File: config.mk
export PLATFORM = sky130hd
export DESIGN_NAME = led_disp_scan_flat
export DESIGN_NICKNAME = d
export VERILOG_FILES = /design/src/rtl/led_disp_pkg.sv /design/src/rtl/led_disp_scan_if.sv /design/src/rtl/led_disp_scan_seg_decode.sv /design/src/rtl/led_disp_scan.sv /design/src/flat_wrapper.sv
export SDC_FILE = /design/constraint.sdc
export NUM_CORES = 1
export LEC_CHECK = 0
export ABC_AREA = 1
export CAP_MARGIN = 25
export CORE_MARGIN = 1
export CORE_UTILIZATION = 30
export CTS_CLUSTER_SIZE = 24
export DETAILED_ROUTE_END_ITERATION = 10
export HOLD_SLACK_MARGIN = 0.08
export PLACE_DENSITY = 0.45
export SYNTH_ARGS = -nofsm -noshare
export SYNTH_HDL_FRONTEND = slang
export SYNTH_HIERARCHICAL = 1
export SYNTH_SLANG_ARGS = --single-unit
File: constraint.sdc
create_clock -name clk -period 2.76 [get_ports clk]
set_input_delay 0.69 -clock clk [delete_from_list [all_inputs] [get_ports clk]]
set_output_delay 0.69 -clock clk [all_outputs]
set_load 0.03 [all_outputs]
File: src/rtl/led_disp_pkg.sv
// Shared segment definitions for the multiplexed 7-seg driver.
// Patterns are abcdefg with bit6 = a, active-low.
package led_disp_pkg;

    typedef logic [6:0] seg_t;

    localparam seg_t SEG_OFF = 7'h7F;

    localparam seg_t SEG_CODE [16] = '{
        7'b0000001, 7'b1001111, 7'b0010010, 7'b0000110,
        7'b1001100, 7'b0100100, 7'b0100000, 7'b0001101,
        7'b0000000, 7'b0000100, 7'b0001000, 7'b1100000,
        7'b0110001, 7'b1000010, 7'b0110000, 7'b0111000
    };

    function automatic seg_t nibbleToSeg(input logic [3:0] nibble);
        return SEG_CODE[nibble];
    endfunction

endpackage

File: src/rtl/led_disp_scan_if.sv
// Bundle between the value source (master) and the scan driver (slave).
// It also carries the board-side segment, dp and anode lines.
interface led_disp_scan_if #(
    parameter int DIGITS = 4
);
    logic [4*DIGITS-1:0] value_i;
    logic [DIGITS-1:0]   dp_i;
    logic [DIGITS-1:0]   blank_i;
    logic                load_i;
    logic                pending_o;
    logic                frame_o;
    logic [6:0]          seg_o;
    logic                dp_o;
    logic [DIGITS-1:0]   an_o;

    modport master (
        output value_i, dp_i, blank_i, load_i,
        input  pending_o, frame_o, seg_o, dp_o, an_o
    );

    modport slave (
        input  value_i, dp_i, blank_i, load_i,
        output pending_o, frame_o, seg_o, dp_o, an_o
    );
endinterface

File: src/rtl/led_disp_scan_seg_decode.sv
// Combinational hex nibble to active-low abcdefg segment pattern.
module seg_decode
    import led_disp_pkg::*;
(
    input  logic [3:0] nibble_i,
    output seg_t       seg_o
);

    always_comb begin
        seg_o = nibbleToSeg(nibble_i);
    end

endmodule

File: src/rtl/led_disp_scan.sv
// Time-multiplexed common-anode 7-seg driver with a double-buffered display value.
// It provides anti-ghost blanking, per-digit dp and force-blank, and leading-zero suppression.
module led_disp_scan
    import led_disp_pkg::*;
#(
    parameter int DIGITS       = 4,
    parameter int CLK_DIV      = 50000,
    parameter int BLANK_CYCLES = 16,
    parameter int LZ_BLANK     = 1
) (
    input  logic           clk,
    input  logic           rst,
    led_disp_scan_if.slave bus
);

    localparam int CW = (CLK_DIV > 1) ? $clog2(CLK_DIV) : 1;
    localparam int IW = (DIGITS > 1) ? $clog2(DIGITS) : 1;
    localparam logic [CW-1:0] CNT_LAST  = CW'(CLK_DIV - 1);
    localparam logic [IW-1:0] IDX_LAST  = IW'(DIGITS - 1);
    localparam logic [CW-1:0] BLANK_END = CW'(BLANK_CYCLES);

    logic [CW-1:0]       cnt_q, cnt_d;
    logic [IW-1:0]       idx_q, idx_d;
    logic [4*DIGITS-1:0] stagedVal_q, stagedVal_d, shadowVal_q, shadowVal_d;
    logic [DIGITS-1:0]   stagedDp_q, stagedDp_d, shadowDp_q, shadowDp_d;
    logic [DIGITS-1:0]   stagedBlank_q, stagedBlank_d, shadowBlank_q, shadowBlank_d;
    logic                pending_q, pending_d;
    logic                frame_q;
    seg_t                seg_q, seg_d;
    logic                dpOut_q, dpOut_d;
    logic [DIGITS-1:0]   an_q, an_d;

    logic                slotEnd, frameEnd;
    logic [3:0]          curNibble;
    seg_t                decodedSeg;
    logic [DIGITS-1:0]   nibbleZero;
    logic [DIGITS-1:0]   belowIdx;
    logic                leadZero;

    assign slotEnd  = (cnt_q == CNT_LAST);
    assign frameEnd = slotEnd && (idx_q == IDX_LAST);

    // Shadow only changes on a frame boundary so a frame is never torn between two values.
    always_comb begin
        cnt_d         = slotEnd ? '0 : cnt_q + CW'(1);
        idx_d         = idx_q;
        stagedVal_d   = stagedVal_q;
        stagedDp_d    = stagedDp_q;
        stagedBlank_d = stagedBlank_q;
        shadowVal_d   = shadowVal_q;
        shadowDp_d    = shadowDp_q;
        shadowBlank_d = shadowBlank_q;
        pending_d     = pending_q;
        if (slotEnd) begin
            idx_d = (idx_q == IDX_LAST) ? '0 : idx_q + IW'(1);
        end
        if (frameEnd && bus.load_i) begin
            shadowVal_d   = bus.value_i;
            shadowDp_d    = bus.dp_i;
            shadowBlank_d = bus.blank_i;
            pending_d     = 1'b0;
        end else if (frameEnd && pending_q) begin
            shadowVal_d   = stagedVal_q;
            shadowDp_d    = stagedDp_q;
            shadowBlank_d = stagedBlank_q;
            pending_d     = 1'b0;
        end else if (bus.load_i) begin
            stagedVal_d   = bus.value_i;
            stagedDp_d    = bus.dp_i;
            stagedBlank_d = bus.blank_i;
            pending_d     = 1'b1;
        end
    end

    assign curNibble = shadowVal_q[4*int'(idx_q) +: 4];

    seg_decode u_seg_decode (
        .nibble_i (curNibble),
        .seg_o    (decodedSeg)
    );

    // A digit is a leading zero when it and every more-significant nibble are zero.
    always_comb begin
        for (int i = 0; i < DIGITS; i++) begin
            nibbleZero[i] = (shadowVal_q[4*i +: 4] == 4'h0);
        end
        belowIdx = (DIGITS'(1) << idx_q) - DIGITS'(1);
        leadZero = (LZ_BLANK != 0) && (idx_q != '0) && (&(nibbleZero | belowIdx));
    end

    always_comb begin
        seg_d   = SEG_OFF;
        dpOut_d = 1'b1;
        an_d    = '1;
        if (cnt_q >= BLANK_END) begin
            an_d = ~(DIGITS'(1) << idx_q);
            if (!shadowBlank_q[idx_q]) begin
                dpOut_d = ~shadowDp_q[idx_q];
                if (!leadZero) begin
                    seg_d = decodedSeg;
                end
            end
        end
    end

    always_ff @(posedge clk or posedge rst) begin
        if (rst) begin
            cnt_q         <= '0;
            idx_q         <= '0;
            stagedVal_q   <= '0;
            stagedDp_q    <= '0;
            stagedBlank_q <= '0;
            shadowVal_q   <= '0;
            shadowDp_q    <= '0;
            shadowBlank_q <= '0;
            pending_q     <= 1'b0;
            frame_q       <= 1'b0;
            seg_q         <= SEG_OFF;
            dpOut_q       <= 1'b1;
            an_q          <= '1;
        end else begin
            cnt_q         <= cnt_d;
            idx_q         <= idx_d;
            stagedVal_q   <= stagedVal_d;
            stagedDp_q    <= stagedDp_d;
            stagedBlank_q <= stagedBlank_d;
            shadowVal_q   <= shadowVal_d;
            shadowDp_q    <= shadowDp_d;
            shadowBlank_q <= shadowBlank_d;
            pending_q     <= pending_d;
            frame_q       <= frameEnd;
            seg_q         <= seg_d;
            dpOut_q       <= dpOut_d;
            an_q          <= an_d;
        end
    end

    assign bus.pending_o = pending_q;
    assign bus.frame_o   = frame_q;
    assign bus.seg_o     = seg_q;
    assign bus.dp_o      = dpOut_q;
    assign bus.an_o      = an_q;

endmodule

File: src/flat_wrapper.sv
// flat-port wrapper written by rule: the top's interface ports become plain ports
module led_disp_scan_flat import led_disp_pkg::*;
#(
    parameter int DIGITS       = 4,
    parameter int CLK_DIV      = 50000,
    parameter int BLANK_CYCLES = 16,
    parameter int LZ_BLANK     = 1
)
  (clk, rst, bus_value_i, bus_dp_i, bus_blank_i, bus_load_i, bus_pending_o, bus_frame_o, bus_seg_o, bus_dp_o, bus_an_o);
  led_disp_scan_if #(.DIGITS(DIGITS)) bus_i ();
  input  logic clk;
  input  logic rst;
  input wire logic [$bits(bus_i.value_i)-1:0] bus_value_i;
  input wire logic [$bits(bus_i.dp_i)-1:0] bus_dp_i;
  input wire logic [$bits(bus_i.blank_i)-1:0] bus_blank_i;
  input wire logic [$bits(bus_i.load_i)-1:0] bus_load_i;
  output wire logic [$bits(bus_i.pending_o)-1:0] bus_pending_o;
  output wire logic [$bits(bus_i.frame_o)-1:0] bus_frame_o;
  output wire logic [$bits(bus_i.seg_o)-1:0] bus_seg_o;
  output wire logic [$bits(bus_i.dp_o)-1:0] bus_dp_o;
  output wire logic [$bits(bus_i.an_o)-1:0] bus_an_o;
  assign bus_i.value_i = bus_value_i;
  assign bus_i.dp_i = bus_dp_i;
  assign bus_i.blank_i = bus_blank_i;
  assign bus_i.load_i = bus_load_i;
  assign bus_pending_o = bus_i.pending_o;
  assign bus_frame_o = bus_i.frame_o;
  assign bus_seg_o = bus_i.seg_o;
  assign bus_dp_o = bus_i.dp_o;
  assign bus_an_o = bus_i.an_o;
  led_disp_scan #(.DIGITS(DIGITS), .CLK_DIV(CLK_DIV), .BLANK_CYCLES(BLANK_CYCLES), .LZ_BLANK(LZ_BLANK)) u_core (.clk(clk), .rst(rst), .bus(bus_i));
endmodule
==> results of run 1 <==
==> worst max-delay path, cell delays in order, from the launching register on <==
cell      delay (ps)
dfrtp_1          530
inv_1            410
o21ai_0          140
o22ai_1          580
inv_1            210
nand3b_1         140
nand3_1           70
inv_1             60
nand4_1           90
==> power by group through the flow <==
stage / clock [uW] / sequential (uW) / combinational, uW
after floorplan: 0 / 1240 / 94.1
after global placement: 0 / 1240 / 166
after detailed placement: 0 / 1240 / 166
after CTS: 1240 / 1220 / 167
after global routing: 1290 / 1220 / 187
final: 1200 / 1220 / 162
==> area by class of cell <==
type	count	area [um2]	area share (%)
well taps	180	225	4.36
multi-input cells	409	1870	36.2
clock inverters	6	70.1	1.36
flip-flops and latches	80	2020	39.1
clock buffers	10	229	4.44
inverters	66	250	4.85
repair buffers	50	500	9.70
==> flip-flops by register name, indices dropped and copies added, names as in the netlist <==
register	cells
u_core/shadowDp_q	4
u_core/bus.seg_o	7
u_core/idx_q	2
u_core/bus.frame_o	1
u_core/stagedVal_q	16
u_core/shadowBlank_q	4
u_core/bus.dp_o	1
u_core/bus.pending_o	1
u_core/stagedDp_q	4
u_core/shadowVal_q	16
u_core/bus.an_o	4
u_core/cnt_q	16
u_core/stagedBlank_q	4
==> placed cells by master, fill, tap and decap left out, drive strengths merged, types with 2 or more instances in the layout <==
| cell type | Yosys | layout |
|---|---|---|
| clkinv | 1 | 7 |
| clkbuf | 4 | 10 |
| nor3 | 3 | 3 |
| nand4 | 14 | 14 |
| clkdlybuf4s50 | 0 | 40 |
| nand3 | 45 | 45 |
| inv | 65 | 64 |
| dfrtp | 68 | 68 |
| nand2 | 202 | 202 |
| dfstp | 12 | 12 |
| o22ai | 6 | 6 |
| buf | 17 | 10 |
| nor2 | 95 | 95 |
| o21ai | 19 | 19 |
| a21oi | 2 | 2 |
| ha | 12 | 12 |
| xor2 | 7 | 7 |
==> path summary, 6_finish.rpt <==
check / end / start / slack (ps)
worst max-delay path: u_core/bus.seg_o[2]$_DFF_PP1_ / u_core/idx_q[0]$_DFFE_PP0N_ / 440
worst min-delay path: u_core/stagedVal_q[2]$_DFFE_PP0P_ / u_core/stagedVal_q[2]$_DFFE_PP0P_ / 470
min in group asynchronous: u_core/cnt_q[5]$_DFF_PP0_ / rst / 720
worst max register to register: u_core/bus.seg_o[2]$_DFF_PP1_ / u_core/idx_q[0]$_DFFE_PP0N_ / 440
max in group asynchronous: u_core/shadowBlank_q[0]$_DFFE_PP0P_ / rst / 1470
worst min register to register: u_core/stagedVal_q[2]$_DFFE_PP0P_ / u_core/stagedVal_q[2]$_DFFE_PP0P_ / 470
==> through the flow <==
stage	setup WS (ps)	cells	util, %	instance area, um2
2_1_floorplan	38.1	576	-	4260
3_3_place_gp	508	785	35.0	4860
3_5_place_dp	450	785	35.0	4860
4_1_cts	451	801	37.2	5160
5_1_grt	209	801	37.2	5160
6_report	441	801	37.2	5160
==> cell families (layout without fill, tap and decap cells) <==
family | Yosys count | after routing | share of synthesized area [%]
adder cells (fa/ha/maj) | 12 | 12 | 3.52
AND/OR/NAND/NOR | 361 | 361 | 35.0
XOR/XNOR | 8 | 8 | 1.64
flip-flops | 80 | 80 | 47.3
AO/OA/AOI/OAI | 28 | 28 | 3.70
buffers and inverters | 87 | 132 | 8.86
==> layer usage <==
metal  wire (um)  part of all wire [%]  global-route usage (%)  up-vias
met3         419                   4.2                    3.81       11
met4         172                   1.7                    6.25        0
li1            -                     -                       -     1857
met2        4240                    42                    23.0       63
met1        5210                    52                    21.6     1616
met5           0                     0                       0        -
==> impl_metrics.csv, run 1 <==
group,metric,value,unit
power,cellPowerDensity,500,nW/um2
die,ios,41,
grt,grt_max_degree,34,
power,pwr-share-clk,46.4,%
power,vdd_drop_max,0.320,mV
worst_setup_path,cp-end-kind,"flip-flop",
route,dr.pass1.iters,4,
yosys,synthTopCellsByCount,"198 x nand2_1, 91 x nor2_1, 68 x dfrtp_1",
yosys,synth_top_area_share,39.9,%
placed_design,gp_congestion,0.813,
clock_tree,post_cts_buffers,0,
yosys,netlist_instances,576,
yosys,synthFlopType,"dfrtp_1",
timing,setup_viol,0,
clock_tree,root_buffer,"clkbuf_16",
die,num_rows,43,
die,core,13900,um2
placed_design,post-dp-hpwl,7100,um
power,switching_share,23.2,%
finish,syn2layout_area_growth,21.0,%
power,power.switching,598,uW
clock_tree,clk_latency,350,ps
finish,fillers,1477,
worst_setup_path,reg2reg_depth,8,
yosys,yosys_warnings,6,
yosys,ys_seq_area_share,47.3,%
yosys,synth-edff-count,0,
clock_tree,clk_path_buf_depth,2,
timing,rsz0062_at_grt,"false",
die,dieArea,14700,um2
timing,post-route-period-util,84.0,%
die,initial_core_util,30.7,%
route,first_iter_violations,236,
yosys,synth-seq-cells,80,
yosys,ys_types,29,
yosys,async_flop_share,100,%
clock_tree,clock_sinks,80,
yosys,yosysMostFrequentCell,"nand2_1",
clock_tree,clk_pin_slew,60,ps
timing,hold_violations,0,
outcome,status,"complete, no violations",
die,die_x,121,um
yosys,yosys.area.top_type,"dfrtp_1",
timing,min_period,2320,ps
route,ant_nets,0,
route,wl_per_cell,12.5,um
yosys,synth_area_per_cell,7.40,um2
grt,overflow,0,
worst_hold_path,hp-class,"flip-flop to flip-flop",
flow_run,drv_cap,0,
timing,drv_slew,0,
grt,grt_pass1_wl,17400,um
timing,fin_hold_ws,473,ps
worst_setup_path,path_max_fanout,16,
power,p_int,1980,uW
finish,layout-drive-gt1-share,8.53,%
clock_tree,cts.htree.levels,3,
yosys,syn-cell-area,4260,um2
worst_setup_path,crit_type,"flip-flop to flip-flop",
timing,fmax,431,MHz
clock_tree,cts_buffers,9,
grt,first_global_vias,3444,
worst_hold_path,worstHoldPathCells,2,
yosys,syn_nets,615,
route,wl,10000,um
route,avgViaCountPerCell,4.43,
grt,track_usage,15.6,%
worst_setup_path,worstPathRequired,3000,ps
timing,max_slew_margin,49.4,%
timing,tns,0,ps
placed_design,io_buffers,40,
timing,max_slew.worst_pin.slew,759,ps
clock_tree,postCtsHoldBufs,0,
worst_setup_path,cp-start-kind,"flip-flop",
die,die_h,121,um
power,combinationalPowerShare,6.3,%
yosys,synth.area.top_cells,"dfrtp_1 40%, nand2_1 17%, nor2_1 8.0%",
timing,clock-skew-final,14.5,ps
finish,nNetsFinal,655,
power,pwr-share-seq,47.3,%
clock_tree,cts_resized,0,
route,via_count,3547,
power,power,2580,uW
worst_setup_path,cp.arrival,2560,ps
clock_tree,cts_tree,"done",
grt,grt_antenna_before_repair,0,
finish,n_antenna_cell,0,
power,static-leakage-power,0.00275,uW
route,drc,0,
(Power assumes the default switching activity.)
==> run 2, diff against run 1 <==
--- a/config.mk
+++ b/config.mk
@@ -12,7 +12,7 @@
 export CTS_CLUSTER_SIZE = 24
 export DETAILED_ROUTE_END_ITERATION = 10
 export HOLD_SLACK_MARGIN = 0.08
-export PLACE_DENSITY = 0.45
+export PLACE_DENSITY = 0.43
 export SYNTH_ARGS = -nofsm -noshare
 export SYNTH_HDL_FRONTEND = slang
 export SYNTH_HIERARCHICAL = 1
==> constraint.sdc (replaced) <==
create_clock -name clk -period 2.3 [get_ports clk]
set_input_delay 0.575 -clock clk [delete_from_list [all_inputs] [get_ports clk]]
set_output_delay 0.575 -clock clk [all_outputs]
set_load 0.03 [all_outputs]
==> run 2 against run 1 <==
Power is 20% higher. Sequential share of layout area is 0.18 points lower. Clock skew is 6.3 ps lower. Cell count up 0.25%. Clock-buffer cell count increased by 5. Clock power increased by 21%. Sequential power rose by 20%. Combinational power up 17%. Utilization is 0.17 points higher. Wire length rose by 2.4%. Largest cell class unchanged. Highest routed layer unchanged.
==> impl_metrics.csv, run 2 (same netlist as run 1, synthesis figures left out) <==
group,metric,value,unit
outcome,status,"complete, no violations",
grt,grt_max_degree,81,
power,p_int,2420,uW
worst_setup_path,cp.arrival,1510,ps
route,first_iter_violations,231,
finish,n_antenna_cell,0,
timing,post-route-period-util,90.8,%
finish,fillers,1513,
placed_design,post-dp-hpwl,6960,um
timing,hold_violations,0,
finish,syn2layout_area_growth,21.6,%
power,power.switching,686,uW
worst_setup_path,path_delay_family,"buffers and inverters",
worst_setup_path,cp-start-kind,"flip-flop",
clock_tree,clk_latency,340,ps
grt,grt_antenna_before_repair,0,
worst_setup_path,cp_cell_sequence,"clkdlybuf4s50_1",
clock_tree,cts.htree.levels,3,
finish,final_cells,803,
timing,tns,0,ps
finish,nNetsFinal,657,
route,wl,10300,um
power,pwr-share-seq,47.2,%
grt,track_usage,15.7,%
timing,max_slew.worst_pin.slew,754,ps
grt,overflow,0,
route,avgViaCountPerCell,4.50,
finish,top_regs,"u_core/cnt_q: 16 flops, u_core/shadowVal_q: 16 flops, u_core/stagedVal_q: 16 flops",
worst_setup_path,max_stage_delay,660,ps
placed_design,gp_congestion,0.758,
timing,fin_hold_ws,470,ps
timing,drv_slew,0,
route,ant_nets,0,
worst_hold_path,hp-class,"flip-flop to flip-flop",
worst_setup_path,worstPathRequired,1730,ps
clock_tree,cts_resized,0,
worst_setup_path,cp-end-kind,"output port",
clock_tree,clk_path_buf_depth,2,
timing,rsz0062_at_grt,"false",
worst_setup_path,cp_slowest_cell,"clkdlybuf4s50_1",
worst_setup_path,crit_buf_inv,1,
die,ios,41,
power,vdd_drop_max,0.297,mV
power,pwr-share-clk,46.7,%
die,die_x,121,um
flow_run,drv_cap,0,
clock_tree,root_buffer,"clkbuf_16",
timing,fmax,479,MHz
finish,final_common_cell,"nand2_1",
worst_setup_path,crit_type,"flip-flop to output port",
route,drc,0,
clock_tree,post_cts_buffers,0,
timing,max_slew_margin,49.7,%
die,num_rows,43,
grt,first_global_vias,3513,
timing,setup_viol,0,
grt,grt_pass1_wl,17600,um
clock_tree,cts_tree,"done",
clock_tree,clock_sinks,80,
worst_setup_path,path_max_fanout,1,
route,wl_per_cell,12.8,um
die,initial_core_util,30.7,%
power,cellPowerDensity,598,nW/um2
power,static-leakage-power,0.00276,uW
clock_tree,cts_buffers,9,
finish,final_cell_mix,"198 x nand2_1, 91 x nor2_1, 68 x dfrtp_1",
die,core,13900,um2
power,combinationalPowerShare,6.1,%
timing,min_period,2090,ps
worst_setup_path,ff2ff_setup_slack,360,ps
die,die_h,121,um
placed_design,placed_cells,787,
power,switching_share,22.1,%
die,dieArea,14700,um2
finish,layout-drive-gt1-share,8.67,%
route,dr.pass1.iters,4,
placed_design,io_buffers,40,
clock_tree,postCtsHoldBufs,0,
timing,clock-skew-final,8.21,ps
route,via_count,3613,
clock_tree,clk_pin_slew,60,ps
[run 2: per-stage QoR]
stage | cell area (um2) | util (%) | power, uW | worst slack [ps]
after floorplan | 4270 | - | 1600 | 185
after global placement | 4880 | 35.2 | 1680 | 193
after detailed placement | 4880 | 35.2 | 1690 | 226
after CTS | 5180 | 37.4 | 3170 | 184
after global routing | 5180 | 37.4 | 3250 | 164
final | 5180 | 37.4 | 3100 | 212
[run 2: per-layer routing]
metal  wire, um  vias up  global-route usage (%)
met5          0        -                       0
met4        157        0                    4.55
met3        460       14                    4.70
met2       4390       70                    24.1
met1       5270     1670                    21.2
li1           -     1859                       -
[run 2: final cells by class]
class                   count  area [um2]  area share [%]
well taps                 180         225            4.34
clock inverters             1        6.26           0.121
clock buffers              15         299            5.77
inverters                  66         253            4.87
repair buffers             52         515            9.94
flip-flops and latches     80        2020            38.9
multi-input cells         409        1870            36.1
[run 2: worst paths after layout]
| kind | startpoint | to | cells past startpoint |
|---|---|---|---|
| max | u_core/bus.seg_o[6]$_DFF_PP1_ | bus_seg_o[6] | 1 |
| min | u_core/stagedVal_q[1]$_DFFE_PP0P_ | u_core/stagedVal_q[1]$_DFFE_PP0P_ | 2 |
| max reg2reg | u_core/cnt_q[0]$_DFF_PP0_ | u_core/stagedBlank_q[2]$_DFFE_PP0P_ | 9 |
| min reg2reg | u_core/stagedVal_q[1]$_DFFE_PP0P_ | u_core/stagedVal_q[1]$_DFFE_PP0P_ | 2 |
| max in group asynchronous | rst | u_core/bus.seg_o[3]$_DFF_PP1_ | 3 |
| min in group asynchronous | rst | u_core/stagedBlank_q[0]$_DFFE_PP0P_ | 3 |
[run 2: power groups by stage]
stage	Clock (uW)	Combinational (uW)	Sequential [uW]
global placement	0	195	1490
global route	1570	221	1470
detailed placement	0	196	1490
floorplan	0	113	1490
finish	1450	190	1470
CTS	1510	196	1460
[run 2: worst reg2reg max path: stages, from the launching register on]
cell	delay (ps)
dfrtp_1	390
ha_1	220
nand3_1	200
nor2_2	260
nand2_1	130
clkinv_2	140
nand2_4	90
buf_4	240
nand3_1	110
nand2_1	60
==> run 3, diff against run 2 <==
--- a/config.mk
+++ b/config.mk
@@ -9,10 +9,12 @@
 export CAP_MARGIN = 25
 export CORE_MARGIN = 1
 export CORE_UTILIZATION = 30
+export CTS_BUF_LIST = sky130_fd_sc_hd__clkbuf_16
 export CTS_CLUSTER_SIZE = 24
 export DETAILED_ROUTE_END_ITERATION = 10
 export HOLD_SLACK_MARGIN = 0.08
 export PLACE_DENSITY = 0.43
+export SETUP_SLACK_MARGIN = 0.5
 export SYNTH_ARGS = -nofsm -noshare
 export SYNTH_HDL_FRONTEND = slang
 export SYNTH_HIERARCHICAL = 1
==> run 3 against run 2 <==
Highest routed layer unchanged. Cell count increased by 1.9%. Hold slack got worse by 1.6 ps. Clock skew decreased by 2.4 ps. Critical endpoint is now bus_seg_o[4]. Fmax increased by 21%.
==> impl_metrics.csv, run 3 (same netlist as run 1, synthesis figures left out) <==
group,metric,value,unit
worst_setup_path,path_max_fanout,1,
power,combinationalPowerShare,6.3,%
worst_setup_path,cp.arrival,1150,ps
die,dieArea,14700,um2
timing,fmax,580,MHz
clock_tree,cts_buffers,9,
grt,overflow,0,
finish,syn2layout_area_growth,28.0,%
finish,ff_latch_area,2020,um2
power,pwr-share-seq,45.9,%
timing,max_slew.worst_pin.slew,448,ps
finish,nNetsFinal,672,
timing,setup_viol,0,
power,power.switching,715,uW
clock_tree,postCtsHoldBufs,0,
grt,first_global_vias,3536,
finish,layout-drive-gt1-share,15.7,%
die,ios,41,
clock_tree,clock_sinks,80,
finish,fillers,1496,
route,first_iter_violations,142,
finish,final_common_cell,"nand2_1",
finish,top_regs,"u_core/cnt_q: 16 flops, u_core/shadowVal_q: 16 flops, u_core/stagedVal_q: 16 flops",
timing,post-route-period-util,75.0,%
finish,n_antenna_cell,0,
flow_run,drv_cap,0,
timing,min_period,1720,ps
power,switching_share,22.4,%
grt,grt_antenna_before_repair,0,
route,wl,10900,um
die,initial_core_util,30.7,%
finish,final_cell_mix,"198 x nand2_1, 89 x nor2_1, 63 x dfrtp_1",
placed_design,gp_congestion,0.763,
worst_setup_path,worstPathRequired,1730,ps
worst_setup_path,cp-start-kind,"flip-flop",
timing,fin_hold_ws,468,ps
timing,drv_slew,0,
grt,track_usage,15.9,%
power,power,3190,uW
route,via_count,3674,
worst_setup_path,cp_slowest_cell,"dfstp_2",
clock_tree,clk_path_buf_depth,2,
grt,grt_pass1_wl,17900,um
worst_hold_path,hp-class,"flip-flop to flip-flop",
worst_setup_path,r2r_start,"u_core/idx_q[0]$_DFFE_PP0N_",
clock_tree,clk_latency,350,ps
clock_tree,cts.htree.levels,3,
route,avgViaCountPerCell,4.49,
route,wl_per_cell,13.3,um
power,p_int,2470,uW
route,drc,0,
timing,tns,0,ps
worst_setup_path,path_delay_family,"flip-flops",
timing,max_slew_margin,70.1,%
worst_setup_path,reg2reg_depth,8,
finish,multi_input_area,1980,um2
power,pwr-share-clk,47.8,%
worst_setup_path,crit_type,"flip-flop to output port",
worst_setup_path,r2r-end,"u_core/shadowVal_q[9]$_DFFE_PP0P_",
worst_setup_path,ff2ff_setup_slack,590,ps
worst_setup_path,max_stage_delay,520,ps
worst_setup_path,cp-end-kind,"output port",
worst_setup_path,crit_buf_inv,1,
worst_setup_path,cp.depth,1,
power,cellPowerDensity,584,nW/um2
die,die_h,121,um
clock_tree,clk_pin_slew,60,ps
timing,hold_violations,0,
worst_setup_path,cp_cell_sequence,"clkdlybuf4s15_2",
placed_design,io_buffers,40,
grt,grt_max_degree,49,
die,num_rows,43,
timing,rsz0062_at_grt,"false",
route,ant_nets,0,
clock_tree,root_buffer,"clkbuf_16",
timing,clock-skew-final,5.84,ps
worst_setup_path,crit_start,"u_core/bus.seg_o[4]$_DFF_PP1_",
route,dr.pass1.iters,4,
power,vdd_drop_max,0.253,mV
die,die_x,121,um
outcome,status,"complete, no violations",
power,static-leakage-power,0.00286,uW
clock_tree,cts_tree,"done",
die,core,13900,um2
worst_setup_path,setup.worst_path.end,"bus_seg_o[4]",
placed_design,post-dp-hpwl,7350,um
run 3: cell count changes in the layout (fill, tap and decap cells not counted), sizes merged:
cell / change
buf: +11
inv: -2
dlygate4sd2: +2
bufinv: +2
clkdlybuf4s50: -15
clkinvlp: +2
clkinv: +5
dlymetal6s2s: +1
clkdlybuf4s15: +7
nand2: +1
clkbuf: +1
run 3: worst min-delay path by stage:
stage                                                    from                             endpoint  slack, ps  cells past startpoint
after global placement     u_core/stagedVal_q[10]$_DFFE_PP0P_   u_core/stagedVal_q[10]$_DFFE_PP0P_        450                      2
after CTS                    u_core/stagedDp_q[1]$_DFFE_PP0P_     u_core/stagedDp_q[1]$_DFFE_PP0P_        470                      2
final                     u_core/stagedBlank_q[0]$_DFFE_PP0P_  u_core/stagedBlank_q[0]$_DFFE_PP0P_        470                      2
after global routing      u_core/stagedBlank_q[0]$_DFFE_PP0P_  u_core/stagedBlank_q[0]$_DFFE_PP0P_        490                      2
after detailed placement     u_core/stagedDp_q[1]$_DFFE_PP0P_     u_core/stagedDp_q[1]$_DFFE_PP0P_        460                      2
after floorplan           u_core/stagedBlank_q[0]$_DFFE_PP0P_  u_core/stagedBlank_q[0]$_DFFE_PP0P_        440                      2
run 3: tightest hold or removal path, delay by kind of cell, from the launching register on:
family           cells  cell delay (ps)
flip-flops           1              340
AND/OR/NAND/NOR      2              100
run 3: power groups by stage:
| stage | Sequential, uW | Clock (uW) | Combinational [uW] |
|---|---|---|---|
| 2_1_floorplan | 1490 | 0 | 113 |
| 3_3_place_gp | 1490 | 0 | 199 |
| 3_5_place_dp | 1490 | 0 | 199 |
| 4_1_cts | 1460 | 1580 | 203 |
| 5_1_grt | 1470 | 1630 | 231 |
| 6_report | 1460 | 1520 | 200 |
run 3: metal layers:
layer  GRT usage [%]  vias up  routed length (um)
met5               0        -                   0
met4            7.18        0                 171
met3            2.96       10                 380
met2            24.3       64                4960
met1            21.7     1700                5350
li1                -     1900                   -
run 3: cell type report:
cell class	instances	share of cell area [%]
clock buffers	9	4.13
clock inverters	7	1.58
inverters	66	4.81
repair buffers	65	11.9
repair inverters	1	0.138
flip-flops and latches	80	37.1
multi-input cells	410	36.3
well taps	180	4.13
run 3: what timing repair did:
item,4_1_cts,5_1_grt
pin swaps,4,4
setup buffers,3,7
gates cloned,1,4
resized for setup,41,30
setup endpoints to repair,43,60
run 3: per-stage QoR:
| stage | instance area, um2 | std cells | utilization [%] | setup slack [ps] |
|---|---|---|---|---|
| 2_1_floorplan | 4290 | 576 | - | 506 |
| 3_3_place_gp | 4900 | 787 | 35.3 | 212 |
| 3_5_place_dp | 4900 | 787 | 35.3 | 178 |
| 4_1_cts | 5300 | 807 | 38.1 | 451 |
| 5_1_grt | 5460 | 818 | 39.3 | 494 |
| 6_report | 5460 | 818 | 39.3 | 576 |
